`src/rtl/seg7_pkg.sv`:
```
// Shared seven-segment patterns (abcdefg order, active-low) and BCD helpers
// for the BCD counter and its digit decoders.
package seg7_pkg;

    localparam int MAX_DIGITS = 4;

    localparam logic [6:0] SEG_0     = 7'b0000001;
    localparam logic [6:0] SEG_1     = 7'b1001111;
    localparam logic [6:0] SEG_2     = 7'b0010010;
    localparam logic [6:0] SEG_3     = 7'b0000110;
    localparam logic [6:0] SEG_4     = 7'b1001100;
    localparam logic [6:0] SEG_5     = 7'b0100100;
    localparam logic [6:0] SEG_6     = 7'b0100000;
    localparam logic [6:0] SEG_7     = 7'b0001111;
    localparam logic [6:0] SEG_8     = 7'b0000000;
    localparam logic [6:0] SEG_9     = 7'b0000100;
    localparam logic [6:0] SEG_BLANK = 7'b1111111;

    typedef enum logic {
        DIR_UP   = 1'b0,
        DIR_DOWN = 1'b1
    } dir_e;

    function automatic int pow10(input int n);
        int r;
        r = 1;
        for (int i = 0; i < n; i++) r = r * 10;
        return r;
    endfunction

    // Binary-to-BCD for elaboration-time constants (preset and wrap value).
    function automatic logic [4*MAX_DIGITS-1:0] to_bcd(input int value);
        logic [4*MAX_DIGITS-1:0] r;
        int v;
        r = '0;
        v = value;
        for (int k = 0; k < MAX_DIGITS; k++) begin
            r[4*k +: 4] = 4'(v % 10);
            v = v / 10;
        end
        return r;
    endfunction

endpackage

```
`src/rtl/bcd_to_seg7.sv`:
```
// One-digit BCD to active-low seven-segment decoder; seg[6] = a, seg[0] = g.
// Non-decimal codes and the blank request both produce a dark digit.
module bcd_to_seg7
    import seg7_pkg::*;
(
    input  logic [3:0] bcd,
    input  logic       blank,
    output logic [6:0] seg
);

    always_comb begin
        if (blank) begin
            seg = SEG_BLANK;
        end else begin
            unique case (bcd)
                4'd0:    seg = SEG_0;
                4'd1:    seg = SEG_1;
                4'd2:    seg = SEG_2;
                4'd3:    seg = SEG_3;
                4'd4:    seg = SEG_4;
                4'd5:    seg = SEG_5;
                4'd6:    seg = SEG_6;
                4'd7:    seg = SEG_7;
                4'd8:    seg = SEG_8;
                4'd9:    seg = SEG_9;
                default: seg = SEG_BLANK;
            endcase
        end
    end

endmodule

```
`src/rtl/sync_bcd_counter.sv`:
```
// Button-stepped up/down BCD counter with load, hold, wrap pulse and
// seven-segment outputs with optional leading-zero blanking.
module sync_bcd_counter
    import seg7_pkg::*;
#(
    parameter int DIGITS   = 2,
    parameter int MODULUS  = 60,
    parameter int LOAD_VAL = 0,
    parameter int BLANK_LZ = 1
) (
    input  logic                  CLOCK_50,
    input  logic [0:0]            KEY,
    input  logic [3:3]            V_BT,
    input  logic [2:0]            SW,
    output logic [0:7*DIGITS-1]   HEX,
    output logic [4*DIGITS-1:0]   COUNT_BCD,
    output logic                  TC
);

    localparam int CW = 4 * DIGITS;
    localparam logic [CW-1:0] MAX_BCD  = CW'(to_bcd(MODULUS - 1));
    localparam logic [CW-1:0] LOAD_BCD = CW'(to_bcd(LOAD_VAL));

    if (DIGITS < 1 || DIGITS > MAX_DIGITS) begin : g_bad_digits
        $error("sync_bcd_counter: DIGITS must be 1..4");
    end
    if (MODULUS < 2 || MODULUS > pow10(DIGITS)) begin : g_bad_modulus
        $error("sync_bcd_counter: MODULUS must be 2..10^DIGITS");
    end
    if (LOAD_VAL < 0 || LOAD_VAL >= MODULUS) begin : g_bad_load
        $error("sync_bcd_counter: LOAD_VAL must be 0..MODULUS-1");
    end

    logic          sync1, sync2, prev;
    logic          primed, armed;
    logic          step;
    logic [CW-1:0] count_q, count_inc, count_dec;
    logic          tc_q;
    logic          at_max, at_zero;
    logic [DIGITS-1:0] blank;

    // A press held across reset must be released before it can step again:
    // "armed" only sets once the synchroniser has truly sampled the button low.
    // NOTE: sequential state uses non-blocking (<=) so every flop samples the
    // pre-edge value of its neighbours, giving a true shift register.
    always_ff @(posedge CLOCK_50) begin
        if (!KEY[0]) begin
            sync1  <= 1'b0;
            sync2  <= 1'b0;
            prev   <= 1'b0;
            primed <= 1'b0;
            armed  <= 1'b0;
        end else begin
            sync1  <= V_BT[3];
            sync2  <= sync1;
            prev   <= sync2;
            primed <= 1'b1;
            armed  <= armed | (primed & ~sync1);
        end
    end

    assign step = sync2 & ~prev & armed;

    // NOTE: carry/borrow are block-local temporaries assigned with blocking (=)
    // and given defaults first, so the ripple is evaluated in order and no
    // latch is inferred.
    always_comb begin
        logic carry;
        logic borrow;
        count_inc = count_q;
        count_dec = count_q;
        carry     = 1'b1;
        borrow    = 1'b1;
        for (int k = 0; k < DIGITS; k++) begin
            if (carry) begin
                if (count_q[4*k +: 4] == 4'd9) begin
                    count_inc[4*k +: 4] = 4'd0;
                end else begin
                    count_inc[4*k +: 4] = count_q[4*k +: 4] + 4'd1;
                    carry = 1'b0;
                end
            end
            if (borrow) begin
                if (count_q[4*k +: 4] == 4'd0) begin
                    count_dec[4*k +: 4] = 4'd9;
                end else begin
                    count_dec[4*k +: 4] = count_q[4*k +: 4] - 4'd1;
                    borrow = 1'b0;
                end
            end
        end
    end

    assign at_max  = (count_q == MAX_BCD);
    assign at_zero = (count_q == '0);

    always_ff @(posedge CLOCK_50) begin
        if (!KEY[0]) begin
            count_q <= '0;
            tc_q    <= 1'b0;
        end else if (SW[2]) begin
            count_q <= LOAD_BCD;
            tc_q    <= 1'b0;
        end else if (SW[1] || !step) begin
            tc_q    <= 1'b0;
        end else if (dir_e'(SW[0]) == DIR_UP) begin
            count_q <= at_max ? '0 : count_inc;
            tc_q    <= at_max;
        end else begin
            count_q <= at_zero ? MAX_BCD : count_dec;
            tc_q    <= at_zero;
        end
    end

    assign COUNT_BCD = count_q;
    assign TC        = tc_q;

    // Scan from the top digit down; digits stay dark until the first nonzero one.
    always_comb begin
        logic lead;
        blank = '0;
        lead  = (BLANK_LZ != 0);
        for (int k = DIGITS - 1; k >= 1; k--) begin
            if (count_q[4*k +: 4] != 4'd0) lead = 1'b0;
            blank[k] = lead;
        end
    end

    for (genvar k = 0; k < DIGITS; k++) begin : g_digit
        bcd_to_seg7 u_seg (
            .bcd   (count_q[4*k +: 4]),
            .blank (blank[k]),
            .seg   (HEX[7*k +: 7])
        );
    end

endmodule

```
`config.mk`:
```
export PLATFORM = sky130hd
export DESIGN_NAME = sync_bcd_counter
export DESIGN_NICKNAME = d
export VERILOG_FILES = /design/src/rtl/seg7_pkg.sv /design/src/rtl/bcd_to_seg7.sv /design/src/rtl/sync_bcd_counter.sv
export SDC_FILE = /design/constraint.sdc
export NUM_CORES = 1
export LEC_CHECK = 0
export CORE_UTILIZATION = 36
export CTS_CLUSTER_DIAMETER = 150
export CTS_CLUSTER_SIZE = 28
export DETAILED_ROUTE_END_ITERATION = 10
export SYNTH_ARGS = -nofsm -noshare
export SYNTH_HDL_FRONTEND = slang
export SYNTH_HIERARCHICAL = 1
export SYNTH_SLANG_ARGS = --single-unit
```
`constraint.sdc`:
```
create_clock -name CLOCK_50 -period 2.3 [get_ports CLOCK_50]
set_input_delay 0.345 -clock CLOCK_50 [delete_from_list [all_inputs] [get_ports CLOCK_50]]
set_output_delay 0.345 -clock CLOCK_50 [all_outputs]
set_load 0.03 [all_outputs]
```
After elaboration in Yosys (flattened, before gate mapping)
Memories as Yosys holds them, arrays and structs flattened. A register that Yosys moved wholly into a read port is not among the register bits. Cells that the tools add are included.

Bits in latches: 0. Register bits after elaboration: 14. Output and inout bits: 23. Memory bits (read-only): 224. Memories kept: 2. Logic and storage cells: 54. Input port bits: 6. RAM bits: 0.

Reduce and logical (&&, ||, !) cells: 10. Divide/modulo/power cells: 0. Multiplexer cells: 18. $lt $le $gt $ge: 0. Multiply operators: 0. Add/sub/neg operators: 4. Eq/ne operators: 4. Bitwise operators: 8. Shift operators: 0.

Memory list: (name not given) (words 16, bits a word 7, rd ports 1, clocked after memory_dff 1, write ports 0, line bcd_to_seg7.sv:15) `unique case (bcd)`; (name not given) (words 16, bits a word 7, rd ports 1, clocked after memory_dff 1, write ports 0, line bcd_to_seg7.sv:15).

Operators with widths (number): 4-bit 2-to-1 mux (10); 8-bit 2-to-1 mux (3); 4-bit by 1-bit adder with 4-bit output (second input constant) (2); 4-bit == test (second input constant) (2); 8-bit by 7-bit == test with 1-bit output (second input constant) (1); 4-bit zero test (2); 8-bit zero test (1); 4-bit by 1-bit subtractor with 4-bit output (second input constant) (2); 7-bit 2-to-1 mux (1); 1-bit 2-to-1 mux (4); 1-bit NOT (4); 4-bit nonzero test (1); 1-bit bitwise AND (3); 3-bit by 1-bit inequality test with 1-bit output (second input constant) (1); 3-bit AND reduction (1); 3-bit nonzero test (1); 3-bit OR reduction (1); 2-bit OR reduction (1); 1-bit zero test (1); 1-bit logical OR (1); 1-bit bitwise OR (1).

Logic depth before layout (Yosys ltp)
Gate-level depths: netlist (run 1).

Depth after elaboration: 9. Mapped depth: 5. Mapped depth without buffers: 5.

Hierarchy
The synthesis (run 1) kept the hierarchy.

Modules (own cells, without submodules): sync_bcd_counter (times used 1, area an instance 862.1 µm², sequential area each 280.3 µm², cells an instance 104); bcd_to_seg7 (times used 2, area an instance 236.5 µm², sequential area each 0.0 µm², cells an instance 33).

Worst setup path after synthesis (run 1)
Ideal clock, no wire load.

Kind: reg-to-output. Start point: reg count_q[6], in the netlist COUNT_BCD[6]. End point: out HEX[10] (netlist bit). Arrival time: 2.290 ns. Slack: -0.335 ns. Path buffers: 1. Required time: 1.955 ns. Stages on the path, launching flop included: 5. Path through: dfxtp_1 > clkbuf_1 > nor4_1 > nor2_1 > a21oi_1.

Word-level cells in the longest chain between the ends: 2.

RTL lines: from (decl) (line sync_bcd_counter.sv:37) `logic [CW-1:0] count_q, count_inc, count_dec;`; from (signal assigned) (line sync_bcd_counter.sv:107) `count_q <= at_max ? '0 : count_inc;`; from (signal assigned) (line sync_bcd_counter.sv:110) `count_q <= at_zero ? MAX_BCD : count_dec;`; 4-bit nonzero test (line sync_bcd_counter.sv:124) `if (count_q[4*k +: 4] != 4'd0) lead = 1'b0;`; 7-bit 2-to-1 mux (line bcd_to_seg7.sv:12) `if (blank) begin`; to (decl) (line sync_bcd_counter.sv:15) `output logic [0:7*DIGITS-1] HEX,`.

Every way passes these cells.

==> results of run 1 <==
## state kept, by name, summed over array words and instances (netlist names)
register	count
COUNT_BCD	8
TC	1
armed	1
prev	1
primed	1
sync1	1
sync2	1
## power groups by stage
stage	clock network (mW)	logic, mW	registers (mW)
after global placement	0	0.0723	0.255
after CTS	0.254	0.0723	0.249
after detailed placement	0	0.0728	0.255
after floorplan	0	0.0450	0.255
final	0.247	0.0718	0.249
after global routing	0.269	0.0777	0.250
## path summary, 6_finish.rpt
path	startpoint	endpoint
worst max-delay path	COUNT_BCD[0]	HEX[6]
worst min-delay path	sync1	sync2
worst max register to register	COUNT_BCD[1]	COUNT_BCD[5]
worst min register to register	sync1	sync2
## per-layer routing
metal,vias up,GRT usage (%),wire length [um]
met3,5,3.10,109
met4,0,7.85,62
met5,-,0,0
met2,32,27.6,1430
met1,580,20.1,1400
li1,676,-,-
## area by class of cell
cell class                      count  area (um2)
Fill cell                         345        1690
Inverter                            9        33.8
Multi-Input combinational cell    140         981
Tap cell                           46        57.6
Timing Repair Buffer               40         344
Clock buffer                        4        55.1
Sequential cell                    14         283
## worst max-delay path: cells and delay by family (launching register included)
| family | cells | cell delay (ns) |
|---|---|---|
| buffers and inverters | 2 | 0.88 |
| DFF | 1 | 0.36 |
| adders and majority gates | 1 | 0.18 |
| AOI/OAI and AO/OA | 1 | 0.11 |
| and+or+nand+nor | 1 | 0.05 |
## layout by cell type (no fill, tap or decap), types with 2 or more instances in the layout
master           Yosys  final
nand2b_1             6      6
dfxtp_1             14     12
nor3_2               2      2
o21ai_1              2      2
o21bai_1             3      3
or4b_2               2      2
nor2b_1              5      5
o22ai_1              3      3
xor2_1               4      4
nor2_1              10     10
xnor2_1              2      2
nand2b_4             2      2
o21ai_0             13     13
nor3b_2              2      2
nor4_1               7      6
nand3_1              2      2
buf_4                1     23
and2_1               4      4
nand2_1              5      5
o211ai_1             2      2
dfxtp_2              0      2
o21a_1               2      2
ha_1                10     10
conb_1               1      7
a31oi_1              2      2
clkdlybuf4s50_1      0     15
nand3b_1             2      2
a21oi_1             17     17
or2b_1               4      4
nor3_1               6      6
clkbuf_8             0      4
inv_1                9      9
## cell families (layout without fill, tap and decap cells)
kind of cell	count (synthesis)	count (layout)	share of synthesized area, %
xor gates and xnor gates	6	6	3.94
muxes	2	2	1.59
DFF	14	14	21.0
and+or+nand+nor	62	62	30.2
adders and majority gates	10	10	9.37
buffers and inverters	22	53	7.68
AOI/OAI and AO/OA	53	53	26.0
other	1	7	0.281
## repair_timing
action | CTS | global route
resized for setup | 1 | 3
hold buffers | 0 | 0
setup endpoints to repair | 1 | 2
hold endpoints to repair | 0 | 0
==> impl_metrics.yaml, run 1 <==
worst_hold_path:
  hold_depth: 1
  hp-class: "reg2reg"
sta:
  min_period_ns: 2.19
  clock_skew_ns: 0.00271
  timing.fmax_ghz: 0.457
  tns_ns: 0
  drv_slew: 0
  layout_setup_ws_ns: 0.112
  fin_crit_sh_pct: 95.1
  hold_violations: 0
  grt_setup_unrepaired: "no"
  setup_viol_count_final: 0
  hold_slack_ns: 0.462
yosys:
  synth-edff-count: 0
  ys.flop_type: "dfxtp_1"
  synthArstFlopShare_pct: 0
  synth_top_area_share_pct: 21.0
  synth_warnings: 6
  ys_seq_elements: 14
  ys_top_cells_by_area: "dfxtp_1 21%, ha_1 9.4%, a21oi_1 6.4%"
  yosysTopAreaCell: "dfxtp_1"
  ys_top_cells_by_count: "17 x a21oi_1, 14 x dfxtp_1, 13 x o21ai_0"
  syn_inst: 170
  synth_area_um2: 1340
  synth.distinct_cells: 47
  synth_most_common_cell: "a21oi_1"
  ys_seq_area_share_pct: 21.0
  syn_area_per_cell_um2: 7.85
grt:
  grt_first_pass_wirelength_um: 5240
  grt_start_max_net_pins: 17
  antenna_found_initial: 0
  grt_overflow: 0
  grt_pass1_vias: 1160
  track_usage_pct: 16.5
clock_network:
  cts_sinks: 14
  clk_latency_ns: 0.25
  cts_max_path_buffers: 2
  clockRootBuffer: "clkbuf_8"
  clk_pin_slew_ns: 0.06
  cts_setup_buffers: 0
  cts_tree: "built"
  numCtsBuffers: 3
  h-tree-depth: 1
finish:
  diodes: 0
  utilization_pct: 51.0
  final_cell_area_um2: 1750
  drive_gt1_share_pct: 20.8
  syn_to_final_growth_pct: 31.4
  final_net_count: 224
  layoutNonFillerInstCount: 253
power:
  power_mw: 0.568
  comb_power_share_pct: 12.6
  p_switching_mw: 0.136
  vdd_drop_max_mv: 0.307
  p_leak_nw: 0.656
  p_sw_share_pct: 23.9
  internal_power_mw: 0.433
  clkPwrFrac_pct: 43.5
  powerDensity_nw_per_um2: 324
  seqPwrFrac_pct: 43.9
setup_path:
  cp_max_fo: 13
  r2r_cells: 5
  start_kind: "flip-flop"
  cp-end-kind: "output port"
  crit_required_ns: 1.96
  crit_arrival_ns: 1.84
  reg2reg_slack_ns: 0.32
  crit_path_top_delay_cell: "clkdlybuf4s50_1"
  slowest_delay_ns: 0.68
  crit_type: "reg2out"
  worstPathCellList: "buf_4, ha_1, nor3_2, a21oi_1, clkdlybuf4s50_1"
die:
  placementRows: 21
  initial_core_util_pct: 38.8
  die_area_um2: 3960
  core_um2: 3440
  die_x_um: 62.9
  fp.dieH_um: 62.9
  ios: 29
placed_design:
  hpwl_um: 2220
  numPortBuffers: 28
  dp_worst_setup_slack_ns: 0.0628
  gp_congestion: 0.791
  dp.cells: 249
  placedInstanceArea_um2: 1700
routing:
  ant_nets: 0
  dr.first_iter.drc_count: 65
  wl_per_cell_um: 11.9
  via_per_inst: 5.11
  post-route-drc-count: 0
  drtPass1Iterations: 4
  finalWirelength_um: 3010
  num_vias: 1293
job:
  cap_violations: 0
status:
  outcome: "completed"
(Power assumes the default switching activity.)
==> inputs of run 2 (changes only) <==
CAP_MARGIN = 20   (was default)
PLACE_DENSITY = 0.59   (was default)
==> run 2 against run 1 <==
Against the previous run: sequential cell count unchanged; hold slack got worse by 0.00066 ns; highest routed layer unchanged; sequential share of layout area about the same; cell count unchanged; design area decreased by 0.29%; global-route usage decreased by 0.13 points; sequential power about the same; total power increased by 0.99%; via count increased by 2.6%; routed wire length increased by 3.7%; critical path depth decreased by 1.
==> impl_metrics.yaml, run 2 (synthesis gave the netlist of run 1 again) <==
sta:
  hold_violations: 0
  clock_skew_ns: 0.00716
  grt_setup_unrepaired: "no"
  fin_crit_sh_pct: 93.9
  setup_viol_count_final: 0
  timing.fmax_ghz: 0.463
  drv_slew: 0
  min_period_ns: 2.16
grt:
  antenna_found_initial: 0
  grt_pass1_vias: 1196
  grt_overflow: 0
  grt_start_max_net_pins: 17
  track_usage_pct: 16.4
  grt_first_pass_wirelength_um: 5240
finish:
  final_cell_mix: "23 x buf_4, 17 x a21oi_1, 15 x clkdlybuf4s50_1"
  drive_gt1_share_pct: 20.3
  final_net_count: 224
  layoutNonFillerInstCount: 253
  diodes: 0
  layout_commonest_cell: "buf_4"
  largest_register_ffs: 8
  utilization_pct: 50.8
  syn_to_final_growth_pct: 31.0
  final_cell_area_um2: 1750
power:
  p_leak_nw: 0.647
  powerDensity_nw_per_um2: 328
  power_mw: 0.574
  vdd_drop_max_mv: 0.228
setup_path:
  crit_required_ns: 1.96
  cp_max_fo: 8
  crit_arrival_ns: 1.81
  start_kind: "flip-flop"
  crit_start: "COUNT_BCD[1]"
  reg2reg_slack_ns: 0.28
  r2r_cells: 5
  r2r_end: "COUNT_BCD[5]"
  crit_type: "reg2out"
  endpoint: "HEX[6]"
  cp-end-kind: "output port"
  timing.rr.start: "COUNT_BCD[0]"
clock_network:
  clk_latency_ns: 0.26
  cts_max_path_buffers: 2
  cts_tree: "built"
  numCtsBuffers: 3
  cts_setup_buffers: 0
  clk_pin_slew_ns: 0.07
  clockRootBuffer: "clkbuf_8"
  h-tree-depth: 1
  cts_sinks: 14
routing:
  dr.first_iter.drc_count: 60
  wl_per_cell_um: 12.3
  num_vias: 1326
  finalWirelength_um: 3120
  via_per_inst: 5.24
  drtPass1Iterations: 4
  ant_nets: 0
  post-route-drc-count: 0
die:
  fp.dieH_um: 62.9
  initial_core_util_pct: 38.8
  die_area_um2: 3960
  core_um2: 3440
  placementRows: 21
  die_x_um: 62.9
  ios: 29
placed_design:
  placedInstanceArea_um2: 1700
  numPortBuffers: 28
  dp.cells: 249
  hpwl_um: 2250
  gp_congestion: 0.788
job:
  cap_violations: 0
worst_hold_path:
  hp-class: "reg2reg"
status:
  outcome: "completed"
-- run 2: cell types whose count changed in the layout (fill, tap and decap cells not counted), sizes merged --
cell	previous run	this run
dlygate4sd2	1	2
dlymetal6s2s	1	0
-- run 2: timing repair --
item,4_1_cts,5_1_grt
endpoints found under the hold margin,0,0
resized for setup,2,1
pin swaps,0,0
endpoints found under the setup margin,2,1
gates cloned,0,0
hold buffers,0,0
-- run 2: worst min path at each step --
stage / start / endpoint / slack, ns / cells past startpoint
after global routing: sync1 / sync2 / 0.48 / 1
final: sync1 / sync2 / 0.46 / 1
after CTS: sync1 / sync2 / 0.46 / 1
after global placement: sync2 / prev / 0.44 / 1
after floorplan: KEY / primed / 0.37 / 0
after detailed placement: sync1 / sync2 / 0.45 / 1
-- run 2: per-layer routing --
| metal | part of all wire (%) | vias up | global-route usage [%] |
|---|---|---|---|
| li1 | - | 673 | - |
| met1 | 47 | 609 | 20.4 |
| met2 | 48 | 39 | 28.0 |
| met3 | 3.6 | 5 | 2.01 |
| met4 | 1.6 | 0 | 6.98 |
| met5 | 0 | - | 0 |
-- run 2: power breakdown --
group	total, mW	switching (mW)	leakage (nW)	internal (mW)
Clock	0.253	0.101	0.0288	0.152
Sequential	0.249	0.00210	0.114	0.247
Combinational	0.0717	0.0388	0.504	0.0329
-- run 2: metrics by stage --
step / hold WS [ns] / TNS [ns] / setup slack [ns]
floorplan: 0.373 / -0.194 / -0.0592
global placement: 0.441 / 0 / 0.0827
detailed placement: 0.451 / 0 / 0.0510
CTS: 0.465 / 0 / 0.0294
global route: 0.476 / 0 / 0.0451
finish: 0.461 / 0 / 0.140
-- run 2: critical path, stage by stage, from the launching register on --
cell	delay [ns]
dfxtp_1	0.49
ha_1	0.22
nor3_2	0.05
a21oi_1	0.11
clkdlybuf4s50_1	0.68
-- run 2: cell type report --
type,instances,area [um2]
multi-input combinational,140,981
inverter,9,33.8
clock buffer,4,55.1
tap,46,57.6
sequential,14,282
timing repair buffer,40,340
fill,326,1690
